`config.mk`:
```
export PLATFORM = sky130hd
export DESIGN_NAME = param_sel_mux_pipe
export DESIGN_NICKNAME = d
export VERILOG_FILES = /design/src/rtl/param_sel_mux_pipe.sv
export SDC_FILE = /design/constraint.sdc
export NUM_CORES = 1
export LEC_CHECK = 0
export CORE_AREA = 2 2 416 418
export CTS_CLUSTER_SIZE = 24
export DETAILED_ROUTE_END_ITERATION = 16
export DIE_AREA = 0 0 418 420
export SKIP_CTS_REPAIR_TIMING = 1
export SLEW_MARGIN = 20
export SYNTH_ARGS = -nofsm -noshare
export SYNTH_HDL_FRONTEND = slang
export SYNTH_SLANG_ARGS = --single-unit
```
`constraint.sdc`:
```
create_clock -name clk -period 2.9 [get_ports clk]
set_clock_uncertainty 0.05 [all_clocks]
set_input_delay 0.29 -clock clk [delete_from_list [all_inputs] [get_ports clk]]
set_output_delay 0.29 -clock clk [all_outputs]
set_load 0.02 [all_outputs]
```
`src/rtl/param_sel_mux_pipe.sv`:
```
// Parametrised N-entry selector mux feeding a 2-deep skid buffer with valid/ready on both sides.
// Out-of-range selects deliver a zero word flagged as an error; completed pops are counted.
module param_sel_mux_pipe #(
  parameter int WIDTH   = 32,
  parameter int ENTRIES = 32,
  parameter int SEL_W   = 5,
  parameter int CNT_W   = 16
) (
  input  logic                       clk,
  input  logic                       reset,
  input  logic [ENTRIES*WIDTH-1:0]   data_i,
  input  logic [SEL_W-1:0]           sel_i,
  input  logic                       in_valid_i,
  output logic                       in_ready_o,
  output logic [WIDTH-1:0]           data_o,
  output logic                       sel_err_o,
  output logic                       out_valid_o,
  input  logic                       out_ready_i,
  output logic [CNT_W-1:0]           txn_count_o
);

  generate
    if (ENTRIES < 2 || ENTRIES > 256 || SEL_W != $clog2(ENTRIES)) begin : g_bad_params
      $error("param_sel_mux_pipe: ENTRIES must be 2..256 and SEL_W must equal clog2(ENTRIES)");
    end
  endgenerate

  logic [1:0]       count;
  logic [WIDTH-1:0] head_word;
  logic [WIDTH-1:0] tail_word;
  logic             head_err;
  logic             tail_err;
  logic [CNT_W-1:0] txn_count;

  logic [WIDTH-1:0] sel_word;
  logic             sel_bad;
  logic             push;
  logic             pop;

  // Unmatched selects (including codes past ENTRIES) fall through to the zero/error default.
  always_comb begin
    sel_word = '0;
    sel_bad  = 1'b1;
    for (int k = 0; k < ENTRIES; k++) begin
      if (int'(sel_i) == k) begin
        sel_word = data_i[k*WIDTH +: WIDTH];
        sel_bad  = 1'b0;
      end
    end
  end

  assign in_ready_o  = (count < 2'd2);
  assign out_valid_o = (count != 2'd0);
  assign push        = in_valid_i && in_ready_o;
  assign pop         = out_valid_o && out_ready_i;

  // The tail slot is kept zero whenever it is unoccupied, so shifting it into the
  // head on a pop leaves data_o/sel_err_o at zero once the buffer drains.
  always_ff @(posedge clk) begin
    if (reset) begin
      count     <= 2'd0;
      head_word <= '0;
      head_err  <= 1'b0;
      tail_word <= '0;
      tail_err  <= 1'b0;
      txn_count <= '0;
    end else begin
      if (push && !pop) begin
        if (count == 2'd0) begin
          head_word <= sel_word;
          head_err  <= sel_bad;
        end else begin
          tail_word <= sel_word;
          tail_err  <= sel_bad;
        end
        count <= count + 2'd1;
      end else if (pop && !push) begin
        head_word <= tail_word;
        head_err  <= tail_err;
        tail_word <= '0;
        tail_err  <= 1'b0;
        count     <= count - 2'd1;
      end else if (push && pop) begin
        head_word <= sel_word;
        head_err  <= sel_bad;
      end
      if (pop) begin
        txn_count <= txn_count + 1'b1;
      end
    end
  end

  assign data_o      = head_word;
  assign sel_err_o   = head_err;
  assign txn_count_o = txn_count;

endmodule

```
Word level (Yosys, flattened, before mapping)
Cells that the tools add are included.
Storage, ports and cells
  flip-flop bits (word level): 84
  input bits: 1033
  output and inout port bits: 51
  word-level logic and storage cells: 137
Cells by class
  add/sub/neg operators: 3
  order comparisons: 1
  equal/unequal tests: 33
  mux-type cells: 80
  reductions and logical operators: 14
Operators with widths (count)
  $mux W32: 39
  $eq A5 B5 Y1 const B: 16
  $eq A5 B4 Y1 const B: 8
  $mux W1: 39
  $eq A5 B3 Y1 const B: 4
  $add A16 B1 Y16 const B: 1
  $eq A5 B2 Y1 const B: 2
  $eq A5 B1 Y1 const B: 1
  $logic_and A1 B1 Y1: 5
  $logic_not A5 Y1: 1
  $mux W2: 2
  $reduce_and A2 Y1: 2
  $reduce_bool A2 Y1: 2
  $reduce_bool A3 Y1: 1
  $add A2 B1 Y2 const B: 1
  $logic_not A1 Y1: 2
  $logic_not A2 Y1: 1
  $lt A2 B2 Y1 const B: 1
  $ne A2 B1 Y1 const B: 1
  $ne A2 B2 Y1 const B: 1
  $sub A2 B1 Y2 const B: 1

Depth between registers and ports, before layout
Gate-level depths: netlist (run 1).
  depth in word-level cells: 36
  mapped depth: 13
  gate-level depth less buffers: 10

Least setup slack after synthesis (run 1)
Ideal clock, no wire load.
  path type: input -> register
  from: input port sel_i[0]
  to: register tail_word[1]
  data arrival time: 2.158 ns
  data required time: 2.733 ns
  path slack: 0.575 ns
  stages on the path: 10
  buffers on the path: 3
  cells stage by stage: buf_2 > buf_4 > buf_4 > mux4_2 > nand2_1 > a22oi_1 > o211a_1 > a2111oi_0 > o22ai_1 > a22o_1
Between the ends
  word-level cells in the longest chain between the ends: 35
RTL lines
  from (decl): RTL line 12  | input logic [SEL_W-1:0] sel_i,
  $logic_not A5 Y1: RTL line 45  | if (int'(sel_i) == k) begin
  $mux W32 (31 in a row): RTL line 45
  $mux W32 *: RTL line 45
  $mux W32 *: RTL line 69  | if (count == 2'd0) begin
  $mux W32 *: RTL line 68  | if (push && !pop) begin
  to (signal assigned): RTL line 73  | tail_word <= sel_word;
  to (decl): RTL line 30  | logic [WIDTH-1:0] tail_word;
Every way passes the cells marked *; elsewhere a longest branch is shown, timed or not. The select of a mux whose other input is x is not followed.
A chain may end at the register's enable or synchronous reset.

Worst setup path in the final report (run 1)
  from: input port sel_i[3]
  to: register head_word[28], in the netlist data_o[28]
Between the ends
  word-level cells in the longest chain between the ends: 36
RTL lines
  $logic_not A5 Y1: RTL line 45
  $mux W32 (31 in a row): RTL line 45
  $mux W32 *: RTL line 45
  $mux W32: RTL line 83  | end else if (push && pop) begin
  $mux W32: RTL line 77  | end else if (pop && !push) begin
  $mux W32 *: RTL line 68
  to (signal assigned): RTL line 70  | head_word <= sel_word;
  to (signal assigned): RTL line 78  | head_word <= tail_word;
  to (signal assigned): RTL line 84  | head_word <= sel_word;
  to (decl): RTL line 29  | logic [WIDTH-1:0] head_word;
Marks and branches as above.

==> flow_metrics.tcl, run 1 <==
set metrics [dict create \
    synthesis.area_um2 14860 \
    drc_errors 0 \
    finalPower_uw 8842 \
    clkLatencyLatePin_ns 0.37 \
    worstSetupPathType "in -> reg" \
    final_max_slew_viol_count 0 \
    ys_warn_count 0 \
    slew_headroom_pct 42.86 \
    holdPathEnd "data_o[29]$_SDFFE_PP0P_" \
    clkTransAtPathRegs_ns 0.09 \
    route.antenna.remaining_nets 0 \
    die_h_um 420 \
    clock_sinks 84 \
    min_delay_path_depth 2 \
    stdcell_count 5918 \
    period_needed_ns 2.956 \
    synth_cells 2331 \
    maxCapViolCount 0 \
    hold_path.startpoint "reset" \
    final_area_um2 32270 \
    irDropWorstVdd_mv 0.3167 \
    tightest_slew_ns 0.8539 \
    synth_edf_count 0 \
    synth_nets 3367 \
    grtUsageTotal_pct 23.20 \
    io_buffers 1083 \
    grt_pass1_wl_mm 269.1 \
    drt_wl_total_mm 215.1 \
    cts_root_buf "clkbuf_16" \
    finalSetupViolCount 4 \
    ys_seq_area_share_pct 11.32 \
    vias 26990 \
    grt_max_degree 48 \
    p_leak_uw 0.01171 \
    syn2layout_area_growth_pct 117.2 \
    holdWs_ns 0.2369 \
    clk_path_buf_depth 2 \
    die_x_um 418 \
    antenna_found_initial 151 \
    crit_path_end_kind "flip-flop" \
    dpl-instance-area_um2 31800 \
    hold_class "in -> reg" \
    power_density_nw_per_um2 274.0 \
    ys.flop_type "dfxtp_1" \
    status "finished, violations left" \
    first_pass_iters 6 \
    final_common_cell "clkdlybuf4s50_1" \
    gp_congestion 1.067 \
    fp-row-count 152 \
    pre_cts_ws_ns -0.5644 \
    r2r_setup_slack_ns 0.30 \
    layout_setup_ws_ns -0.05605 \
    arrival_ns 3.19 \
    final_cell_mix "clkdlybuf4s50_1, buf_4, a21oi_1" \
    max_freq_mhz 338.3 \
    finalNetCount 4673 \
    async_flop_share_pct 0 \
    crit_required_ns 3.13 \
    fin_crit_sh_pct 101.9 \
    grt_overflow_total 0 \
    drive_gt1_share_pct 15.93 \
    first_global_vias 26000 \
    r2r_end "data_o[25]$_SDFFE_PP0P_" \
    synth_cell_type_count 90 \
    synth-seq-cells 84 \
    worstReg2RegStart "count[0]$_SDFFE_PP0P_" \
    avgSynthCellArea_um2 6.374 \
    wl_per_cell_um 36.35 \
    cts_tree "built" \
    critPathLaunchType "input port" \
    htreeDepth 3 \
    nFillCells 19310 \
    synth_top_area_share_pct 11.49 \
    cts_buffers 9 \
    yosys-top-cells-area "a21oi_1, dfxtp_1, o21ai_0, mux2i_1, nand2_1" \
    violations "setup timing" \
    design.core.area_um2 171000 \
    first_iter_violations 3137 \
    critPathMaxFanout 12 \
    dpl.cell_count 5856 \
    hold_viol_final 0 \
    dp_hpwl_mm 191.3 \
    synth_top_area_cell "a21oi_1" \
    dieArea_um2 175600 \
    ff2ff_path_depth 10 \
    viasPerCell 4.560 \
    ioPinCount 1084 \
    initial_core_util_pct 8.689 \
]
cell families after synthesis:
family | Yosys count | share of synthesized area, %
AO/OA/AOI/OAI | 1129 | 47.40
flip-flops | 84 | 11.32
adder cells (fa/ha/maj) | 3 | 0.2527
multiplexers | 138 | 10.15
XOR/XNOR | 17 | 1.002
AND/OR/NAND/NOR | 676 | 21.24
buffers and inverters | 284 | 8.641
layer usage:
layer  part of all wire, %  GRT usage [%]  up-vias
met5                  0.24              0        -
li1                      -              -    11480
met1                    41          29.53    13410
met3                   9.1          5.854      316
met2                    47          38.45     1697
met4                   3.0          6.504       84
critical path, cell delays in order:
cell      delay, ns
buf_2          0.21
or3b_1         0.59
buf_4          0.23
o221ai_1       0.38
a32oi_1        0.21
nor4_1         0.60
buf_4          0.22
o41ai_2        0.10
buf_4          0.18
nor2_1         0.09
o21ai_1        0.07
state kept, by name, summed over array words and instances, names as in the netlist:
signal       count
count            2
txn_count_o     16
tail_err         1
data_o          32
tail_word       32
sel_err_o        1
metrics by stage:
step | util (%) | TNS (ns)
after floorplan | - | 0
after global placement | 18.60 | -11.52
after detailed placement | 18.60 | -11.31
after CTS | 18.78 | -0.3227
after global routing | 18.86 | -0.003407
final | 18.88 | -0.1147
cell usage after synthesis (14+ instances only):
cell type,instances
nor2_1,192
mux2_2,30
o2111ai_1,27
buf_4,23
a211oi_1,32
nand2_1,245
o221ai_1,55
o211ai_1,14
mux2i_1,100
buf_2,81
nor3_1,53
o2bb2ai_1,26
dfxtp_1,84
and3_1,52
o21ai_1,43
inv_1,34
nand3_1,30
clkbuf_1,128
a22oi_1,75
nor2b_1,36
xor2_1,15
a21oi_1,341
o22ai_1,92
o21a_1,27
a22o_1,29
a2bb2oi_1,24
o21ai_0,260
power by group:
| part | switching, uW | leakage [uW] | total [uW] | internal [uW] |
|---|---|---|---|---|
| Clock | 643 | 0.000145 | 1260 | 613 |
| Sequential | 131 | 0.000684 | 1490 | 1360 |
| Combinational | 3300 | 0.0109 | 6090 | 2800 |
how the worst max path moves through the flow:
stage | startpoint | to | cells past startpoint | slack [ns]
2_1_floorplan | sel_i[0] | tail_word[1]$_SDFFE_PP0P_ | 10 | 0.58
3_3_place_gp | sel_i[3] | tail_word[28]$_SDFFE_PP0P_ | 12 | -0.57
3_5_place_dp | sel_i[3] | data_o[1]$_SDFFE_PP0P_ | 13 | -0.56
4_1_cts | sel_i[3] | data_o[1]$_SDFFE_PP0P_ | 13 | -0.15
5_1_grt | sel_i[3] | data_o[19]$_SDFFE_PP0P_ | 12 | -0.003
6_report | sel_i[3] | data_o[28]$_SDFFE_PP0P_ | 11 | -0.06
area by class of cell:
class                   instances  area [um^2]  share of cell area [%]
clock inverters                 7        75.07                  0.2326
inverters                      35        133.9                  0.4148
diodes                         43        107.6                  0.3334
flip-flops and latches         84         1682                   5.210
repair buffers               1544        15150                   46.94
well taps                    2233         2794                   8.657
multi-input cells            1963        12110                   37.51
clock buffers                   9        225.2                  0.6978
Power figures use the tool's default switching activity.
==> inputs of run 2 (changes only) <==
CTS_CLUSTER_SIZE = 12   (was 24)
==> results of run 2 <==
No change in the layout: final DEF, timing and power equal those of run 1.
